`src/rtl/udp_rx_parser_w.sv`:
```
// GMII UDP receive parser: validates preamble/SFD, Ethernet, IPv4 and UDP headers and
// packs the payload into DATA_W-bit words, first received byte in the MSBs.
module udp_rx_parser_w #(
    parameter int          DATA_W         = 32,
    parameter logic [47:0] BOARD_MAC      = 48'h00_11_22_33_44_55,
    parameter logic [31:0] BOARD_IP       = {8'd192, 8'd168, 8'd1, 8'd10},
    parameter bit          PORT_FILTER_EN = 1'b0,
    parameter logic [15:0] BOARD_PORT     = 16'd1234
) (
    input  logic                clk,
    input  logic                rst_n,
    input  logic                gmii_rx_dv,
    input  logic [7:0]          gmii_rxd,
    output logic                rec_en,
    output logic [DATA_W-1:0]   rec_data,
    output logic [DATA_W/8-1:0] rec_keep,
    output logic                rec_last,
    output logic                rec_pkt_done,
    output logic [15:0]         rec_byte_num,
    output logic [31:0]         rec_src_ip,
    output logic [15:0]         rec_src_port,
    output logic                drop_pulse,
    output logic [15:0]         drop_cnt
);
    localparam int NB = DATA_W / 8;
    localparam int LW = (NB > 1) ? $clog2(NB) : 1;

    typedef enum logic [2:0] {
        IDLE, PREAMBLE, ETH_HEAD, IP_HEAD, UDP_HEAD, RX_DATA, RX_END
    } state_t;

    state_t               state_q, state_d;
    logic [5:0]           hcnt_q, hcnt_d;
    logic [39:0]          sh_q, sh_d;
    logic [3:0]           ihl_q, ihl_d;
    logic [15:0]          tot_len_q, tot_len_d;
    logic [15:0]          udp_len_q, udp_len_d;
    logic [15:0]          sport_q, sport_d;
    logic [15:0]          dport_q, dport_d;
    logic [31:0]          src_ip_q, src_ip_d;
    logic [15:0]          pay_len_q, pay_len_d;
    logic [15:0]          pcnt_q, pcnt_d;
    logic [LW-1:0]        lane_q, lane_d;
    logic [NB-1:0][7:0]   word_q, word_d, wnext;

    logic                 rec_en_q, rec_en_d;
    logic [DATA_W-1:0]    rec_data_q, rec_data_d;
    logic [NB-1:0]        rec_keep_q, rec_keep_d;
    logic                 rec_last_q, rec_last_d;
    logic                 rec_pkt_done_q, rec_pkt_done_d;
    logic [15:0]          rec_byte_num_q, rec_byte_num_d;
    logic [31:0]          rec_src_ip_q, rec_src_ip_d;
    logic [15:0]          rec_src_port_q, rec_src_port_d;
    logic                 drop_pulse_q, drop_pulse_d;
    logic [15:0]          drop_cnt_q, drop_cnt_d;

    // Current byte appended to the last five received bytes: multi-byte fields end here.
    logic [47:0] cur;
    logic [5:0]  hdr_len;
    logic        ip_last, pay_last, lane_full, len_ok, port_ok, in_frame, abort;
    logic        rej, stage_done;

    assign cur       = {sh_q, gmii_rxd};
    assign hdr_len   = {ihl_q, 2'b00};
    assign ip_last   = (hcnt_q == hdr_len - 6'd1);
    assign pay_last  = (pcnt_q == pay_len_q - 16'd1);
    assign lane_full = (lane_q == LW'(NB - 1));
    // Sum instead of difference so a short IP total length cannot wrap.
    assign len_ok    = (udp_len_q >= 16'd8) &&
                       (({1'b0, udp_len_q} + {11'd0, hdr_len}) <= {1'b0, tot_len_q});
    assign port_ok   = !PORT_FILTER_EN || (dport_q == BOARD_PORT);
    assign in_frame  = (state_q != IDLE) && (state_q != RX_END);
    assign abort     = in_frame && !gmii_rx_dv;

    always_comb begin
        rej        = 1'b0;
        stage_done = 1'b0;
        case (state_q)
            PREAMBLE: begin
                stage_done = (hcnt_q == 6'd6);
                rej        = stage_done ? (gmii_rxd != 8'hD5) : (gmii_rxd != 8'h55);
            end
            ETH_HEAD: begin
                stage_done = (hcnt_q == 6'd13);
                if (hcnt_q == 6'd5) rej = (cur != BOARD_MAC) && (cur != '1);
                if (stage_done)     rej = (cur[15:0] != 16'h0800);
            end
            IP_HEAD: begin
                stage_done = ip_last;
                if (hcnt_q == 6'd0)  rej = (gmii_rxd[7:4] != 4'd4) || (gmii_rxd[3:0] < 4'd5);
                if (hcnt_q == 6'd9)  rej = (gmii_rxd != 8'd17);
                if (hcnt_q == 6'd19) rej = (cur[31:0] != BOARD_IP) && (cur[31:0] != '1);
            end
            UDP_HEAD: begin
                stage_done = (hcnt_q == 6'd7);
                rej        = stage_done && !(len_ok && port_ok);
            end
            default: ;
        endcase
        rej = rej && gmii_rx_dv;
    end

    always_ff @(posedge clk or negedge rst_n) begin
        if (!rst_n) begin
            state_q        <= IDLE;
            hcnt_q         <= '0;
            sh_q           <= '0;
            ihl_q          <= '0;
            tot_len_q      <= '0;
            udp_len_q      <= '0;
            sport_q        <= '0;
            dport_q        <= '0;
            src_ip_q       <= '0;
            pay_len_q      <= '0;
            pcnt_q         <= '0;
            lane_q         <= '0;
            word_q         <= '0;
            rec_en_q       <= 1'b0;
            rec_data_q     <= '0;
            rec_keep_q     <= '0;
            rec_last_q     <= 1'b0;
            rec_pkt_done_q <= 1'b0;
            rec_byte_num_q <= '0;
            rec_src_ip_q   <= '0;
            rec_src_port_q <= '0;
            drop_pulse_q   <= 1'b0;
            drop_cnt_q     <= '0;
        end else begin
            state_q        <= state_d;
            hcnt_q         <= hcnt_d;
            sh_q           <= sh_d;
            ihl_q          <= ihl_d;
            tot_len_q      <= tot_len_d;
            udp_len_q      <= udp_len_d;
            sport_q        <= sport_d;
            dport_q        <= dport_d;
            src_ip_q       <= src_ip_d;
            pay_len_q      <= pay_len_d;
            pcnt_q         <= pcnt_d;
            lane_q         <= lane_d;
            word_q         <= word_d;
            rec_en_q       <= rec_en_d;
            rec_data_q     <= rec_data_d;
            rec_keep_q     <= rec_keep_d;
            rec_last_q     <= rec_last_d;
            rec_pkt_done_q <= rec_pkt_done_d;
            rec_byte_num_q <= rec_byte_num_d;
            rec_src_ip_q   <= rec_src_ip_d;
            rec_src_port_q <= rec_src_port_d;
            drop_pulse_q   <= drop_pulse_d;
            drop_cnt_q     <= drop_cnt_d;
        end
    end

    always_comb begin
        state_d = state_q;
        case (state_q)
            IDLE:     if (gmii_rx_dv && gmii_rxd == 8'h55) state_d = PREAMBLE;
            PREAMBLE: if (stage_done) state_d = ETH_HEAD;
            ETH_HEAD: if (stage_done) state_d = IP_HEAD;
            IP_HEAD:  if (stage_done) state_d = UDP_HEAD;
            UDP_HEAD: if (stage_done) state_d = (udp_len_q == 16'd8) ? RX_END : RX_DATA;
            RX_DATA:  if (pay_last) state_d = RX_END;
            RX_END:   if (!gmii_rx_dv) state_d = IDLE;
            default:  state_d = IDLE;
        endcase
        if (rej)   state_d = RX_END;
        if (abort) state_d = IDLE;
    end

    always_comb begin
        hcnt_d         = hcnt_q;
        sh_d           = sh_q;
        ihl_d          = ihl_q;
        tot_len_d      = tot_len_q;
        udp_len_d      = udp_len_q;
        sport_d        = sport_q;
        dport_d        = dport_q;
        src_ip_d       = src_ip_q;
        pay_len_d      = pay_len_q;
        pcnt_d         = pcnt_q;
        lane_d         = lane_q;
        word_d         = word_q;
        rec_en_d       = 1'b0;
        rec_data_d     = rec_data_q;
        rec_keep_d     = rec_keep_q;
        rec_last_d     = 1'b0;
        rec_pkt_done_d = 1'b0;
        rec_byte_num_d = rec_byte_num_q;
        rec_src_ip_d   = rec_src_ip_q;
        rec_src_port_d = rec_src_port_q;
        drop_pulse_d   = 1'b0;
        drop_cnt_d     = drop_cnt_q;

        // A new word starts from zero so unfilled lanes of a partial word read 0.
        wnext = (lane_q == '0) ? '0 : word_q;
        for (int i = 0; i < NB; i++)
            if (lane_q == LW'(i)) wnext[NB-1-i] = gmii_rxd;

        if (gmii_rx_dv) sh_d = cur[39:0];
        if (state_q == IDLE)  hcnt_d = '0;
        else if (gmii_rx_dv)  hcnt_d = stage_done ? 6'd0 : hcnt_q + 6'd1;

        if (gmii_rx_dv) begin
            case (state_q)
                IP_HEAD: begin
                    if (hcnt_q == 6'd0)  ihl_d     = gmii_rxd[3:0];
                    if (hcnt_q == 6'd3)  tot_len_d = cur[15:0];
                    if (hcnt_q == 6'd15) src_ip_d  = cur[31:0];
                end
                UDP_HEAD: begin
                    if (hcnt_q == 6'd1) sport_d   = cur[15:0];
                    if (hcnt_q == 6'd3) dport_d   = cur[15:0];
                    if (hcnt_q == 6'd5) udp_len_d = cur[15:0];
                    if (stage_done) begin
                        pay_len_d = udp_len_q - 16'd8;
                        pcnt_d    = '0;
                        lane_d    = '0;
                        if (!rej && udp_len_q == 16'd8) begin
                            rec_pkt_done_d = 1'b1;
                            rec_byte_num_d = '0;
                            rec_src_ip_d   = src_ip_q;
                            rec_src_port_d = sport_q;
                        end
                    end
                end
                RX_DATA: begin
                    word_d = wnext;
                    pcnt_d = pcnt_q + 16'd1;
                    lane_d = lane_full ? '0 : lane_q + 1'b1;
                    if (lane_full || pay_last) begin
                        rec_en_d   = 1'b1;
                        rec_data_d = wnext;
                        for (int i = 0; i < NB; i++)
                            rec_keep_d[NB-1-i] = (LW'(i) <= lane_q);
                    end
                    if (pay_last) begin
                        rec_last_d     = 1'b1;
                        rec_pkt_done_d = 1'b1;
                        rec_byte_num_d = pay_len_q;
                        rec_src_ip_d   = src_ip_q;
                        rec_src_port_d = sport_q;
                    end
                end
                default: ;
            endcase
        end

        if (rej || abort) begin
            drop_pulse_d = 1'b1;
            if (drop_cnt_q != 16'hFFFF) drop_cnt_d = drop_cnt_q + 16'd1;
        end
    end

    assign rec_en       = rec_en_q;
    assign rec_data     = rec_data_q;
    assign rec_keep     = rec_keep_q;
    assign rec_last     = rec_last_q;
    assign rec_pkt_done = rec_pkt_done_q;
    assign rec_byte_num = rec_byte_num_q;
    assign rec_src_ip   = rec_src_ip_q;
    assign rec_src_port = rec_src_port_q;
    assign drop_pulse   = drop_pulse_q;
    assign drop_cnt     = drop_cnt_q;

endmodule
```
`config.mk`:
```
export PLATFORM = sky130hd
export DESIGN_NAME = udp_rx_parser_w
export DESIGN_NICKNAME = d
export VERILOG_FILES = /design/src/rtl/udp_rx_parser_w.sv
export SDC_FILE = /design/constraint.sdc
export NUM_CORES = 1
export LEC_CHECK = 0
export ABC_CLOCK_PERIOD_IN_PS = 3900
export BUFFER_PORTS_ARGS = -buffer_cell sky130_fd_sc_hd__buf_4
export CAP_MARGIN = 15
export CORE_UTILIZATION = 54
export DETAILED_ROUTE_END_ITERATION = 16
export PLACE_DENSITY = 0.76
export SYNTH_ARGS = -nofsm -noshare
export SYNTH_HDL_FRONTEND = slang
export SYNTH_SLANG_ARGS = --single-unit
```
`constraint.sdc`:
```
create_clock -name clk -period 3.9 [get_ports clk]
set_input_delay 0.585 -clock clk [delete_from_list [all_inputs] [get_ports clk]]
set_output_delay 0.585 -clock clk [all_outputs]
set_load 0.005 [all_outputs]
```
==> reports/qor.txt <==
Hold Crit Class: input pin to async pin
crit end category: flip-flop
number of global-route vias before repair: 10724
Synth cell types: 69
max_cap viols: 0
number of cells produced by synthesis: 1274
routability cong.: 0.8936
Worst Path Max Fanout: 8
WP data arrival: 4.34 ns
synthesized area: 15280 µm²
combinational fraction of design power: 10.3%
RSZ-0062 raised after global routing: yes
Rel. slew slack: 38.24%
antenna-violating nets left: 0
fraction of registers with async set/reset: 100.0%
Longest Clk Path Bufs: 3
most common cell after layout, fill and taps aside: dfrtp_1
grt ovf: 0
TritonCTS Buffers: 35
Clock transition at path regs: 0.06 ns
Diodes inserted: 0
f_max: 253.7 MHz
CTS tree: built
Worst VDD drop: 0.4316 mV
WL final: 36220 µm
vias per std cell: 5.923
Reg-to-Reg Start: ihl_q[1]$_DFFE_PN0P_
P&R area growth vs syn: 19.69%
synth warn: 0
Worst Skew: 0.01662 ns
critical path class: flip-flop to flip-flop
Final WS setup: -0.04174 ns
Initial Util: 55.00%
share of cells above drive strength 1: 34.07%
num rows: 61
post-DP HPWL: 22940 µm
first-pass GRT wire length: 58030 µm
Final Hold Vio Count: 0
power share of the sequential group: 47.5%
predominant post-synthesis flop cell: dfrtp_1
violated checks: setup timing
Worst-Margin Slew: 0.9229 ns
Internal Power: 0.005722 W
routed vias: 10792
PortBufs: 130
fin area: 18290 µm²
final period utilization: 101.1%
number of slew-limit violations in the final report: 0
WL per Instance: 19.88 µm
DRC viols: 0
chip height: 170.2 µm
Clk network pwr share: 42.3%
Util after Layout: 65.84%
io pins: 131
Setup WS pre-CTS: -0.1034 ns
number of synthesized flops with an enable pin: 0
syn avg cell area: 11.99 µm²
initial antenna violation count: 0
Sw Pwr: 0.001993 W
Setup Viol. Count Final: 38
Tot GR Track Use: 25.41%
NumNets Final: 1464
CP Launch Type: flip-flop
area post-placement: 16860 µm²
pin count of the biggest net entering global routing: 110
Leak: 9.069 nW
Sw Share: 25.83%
core footprint: 27780 µm²
drt pass-1 iters: 7
Clock Sinks: 319
H-Tree Depth: 2
Iteration-0 DRC Markers: 838
Yosys reg bits: 319
root buf cell: clkbuf_16
Syn Nets: 1320
Worst Setup SP: ihl_q[1]$_DFFE_PN0P_
Tmin final: 3.942 ns
hold_buf cts: 0
Power Dens Cells: 421.8 nW/µm²
status: finished, violations left
CP Data Required Time: 4.30 ns
full die area: 28970 µm²
Clk Latency, worst-skew pair: 0.52 ns
post-synthesis sequential area ratio: 52.24%
most frequent cells in the layout: 319 x dfrtp_1, 174 x buf_4, 173 x mux2_2
Horiz. Die Dim: 170.2 µm
[what timing repair did]
action | in CTS | in global routing
pin swaps | 8 | 8
endpoints found under the setup margin | 74 | 83
gates resized for setup | 22 | 6
gates cloned | 4 | 1
setup buffers | 11 | 3
[path summary, 6_finish.rpt]
path	to	slack, ns	cells past startpoint
setup / recovery	rec_src_port[7]$_DFFE_PN0P_	-0.04	19
hold / removal	rec_byte_num[3]$_DFFE_PN0P_	0.03	1
setup reg to reg	rec_src_port[7]$_DFFE_PN0P_	-0.04	19
hold reg to reg	rec_keep[3]$_DFFE_PN0P_	0.47	1
max in group asynchronous	src_ip_q[22]$_DFFE_PN0P_	2.86	2
min in group clk	rec_keep[3]$_DFFE_PN0P_	0.47	1
[per-stage QoR]
step           hold slack, ns  setup TNS (ns)  cells  total power [W]
6_report              0.03091         -0.7340   1822         0.007715
3_5_place_dp           0.4664          -4.029   1742         0.004484
3_3_place_gp           0.4498         -0.2543   1742         0.004457
4_1_cts               0.06500          -1.112   1819         0.007752
2_1_floorplan          0.2894               0   1274         0.004144
5_1_grt                0.1005          -17.69   1822         0.008012
[synthesized netlist by cell type, drive strengths merged, types with 10 or more instances]
| cell | number | share of area, % |
|---|---|---|
| o21ai | 46 | 1.5 |
| nor2b | 10 | 0.41 |
| nor4b | 10 | 0.57 |
| nor3b | 10 | 0.52 |
| dfrtp | 319 | 52 |
| ha | 34 | 2.8 |
| nor3 | 30 | 1.1 |
| inv | 38 | 0.93 |
| xor2 | 47 | 2.7 |
| a22o | 46 | 2.6 |
| mux2 | 216 | 17 |
| buf | 23 | 0.88 |
| clkbuf | 63 | 1.5 |
| or4 | 12 | 0.61 |
| and3 | 13 | 0.53 |
| xnor2 | 28 | 1.6 |
| nand2 | 66 | 1.6 |
| nor2 | 54 | 1.3 |
| a32o | 16 | 1.0 |
| nand4 | 33 | 1.4 |
| nor4 | 23 | 1.2 |
| nand3 | 32 | 1.0 |
| a21oi | 21 | 0.71 |
[routing by layer]
layer	vias up	global-route usage [%]	wire [µm]
li1	4904	-	-
met1	5485	35.28	16110
met2	348	41.43	17510
met3	55	3.744	1933
met4	0	7.521	665
met5	-	0	0
[cells by family (layout without fill, tap and decap cells)]
family	Yosys count	count (layout)	synth area share, %
AND/OR/NAND/NOR	331	331	12.13
flip-flops	319	319	52.24
multiplexers	223	223	17.11
AO/OA/AOI/OAI	167	167	7.942
buffers and inverters	124	294	3.365
XOR/XNOR	75	75	4.299
adder cells (fa/ha/maj)	35	35	2.915
[power groups by stage]
| stage | Combinational [W] | Sequential (W) | Clock, W |
|---|---|---|---|
| 2_1_floorplan | 0.000509 | 0.00364 | 0 |
| 3_3_place_gp | 0.000753 | 0.00370 | 0 |
| 3_5_place_dp | 0.000770 | 0.00371 | 0 |
| 4_1_cts | 0.000788 | 0.00366 | 0.00331 |
| 5_1_grt | 0.000880 | 0.00368 | 0.00345 |
| 6_report | 0.000792 | 0.00366 | 0.00326 |
[flip-flops by register name (all words and copies together), names as in the netlist]
signal,flops
rec_data,32
rec_src_port,16
lane_q,2
rec_byte_num,16
word_q,32
src_ip_q,32
tot_len_q,16
rec_en,1
udp_len_q,16
ihl_q,4
rec_last,1
drop_cnt,16
pcnt_q,16
rec_pkt_done,1
hcnt_q,6
rec_src_ip,32
pay_len_q,16
rec_keep,4
sh_q,40
drop_pulse,1
sport_q,16
state_q,3
[layout make-up]
type                    count  area [µm²]
repair buffers            193        1647
fillers                  2117        9492
clock buffers              47       982.2
flip-flops and latches    319        7983
multi-input cells         831        6909
inverters                  38       142.6
well taps                 378       473.0
clock inverters            16       153.9
[critical path, cell delays in order, from the launching register on]
cell and delay [ns]:
dfrtp_1 0.39, ha_1 0.30, a21o_1 0.17, a21oi_2 0.16, nor2b_1 0.07, o2111a_2 0.28
nand2_1 0.07, nor2_1 0.05, xor2_1 0.14, ha_1 0.34, nand3_2 0.13, nor4_2 0.17
a21boi_2 0.21, o21ai_2 0.09, a21oi_2 0.20, nor3_4 0.07, a31oi_4 0.27, buf_12 0.21
clkbuf_16 0.18, mux2_4 0.29
Note: power is estimated with default switching activity, not from simulation.
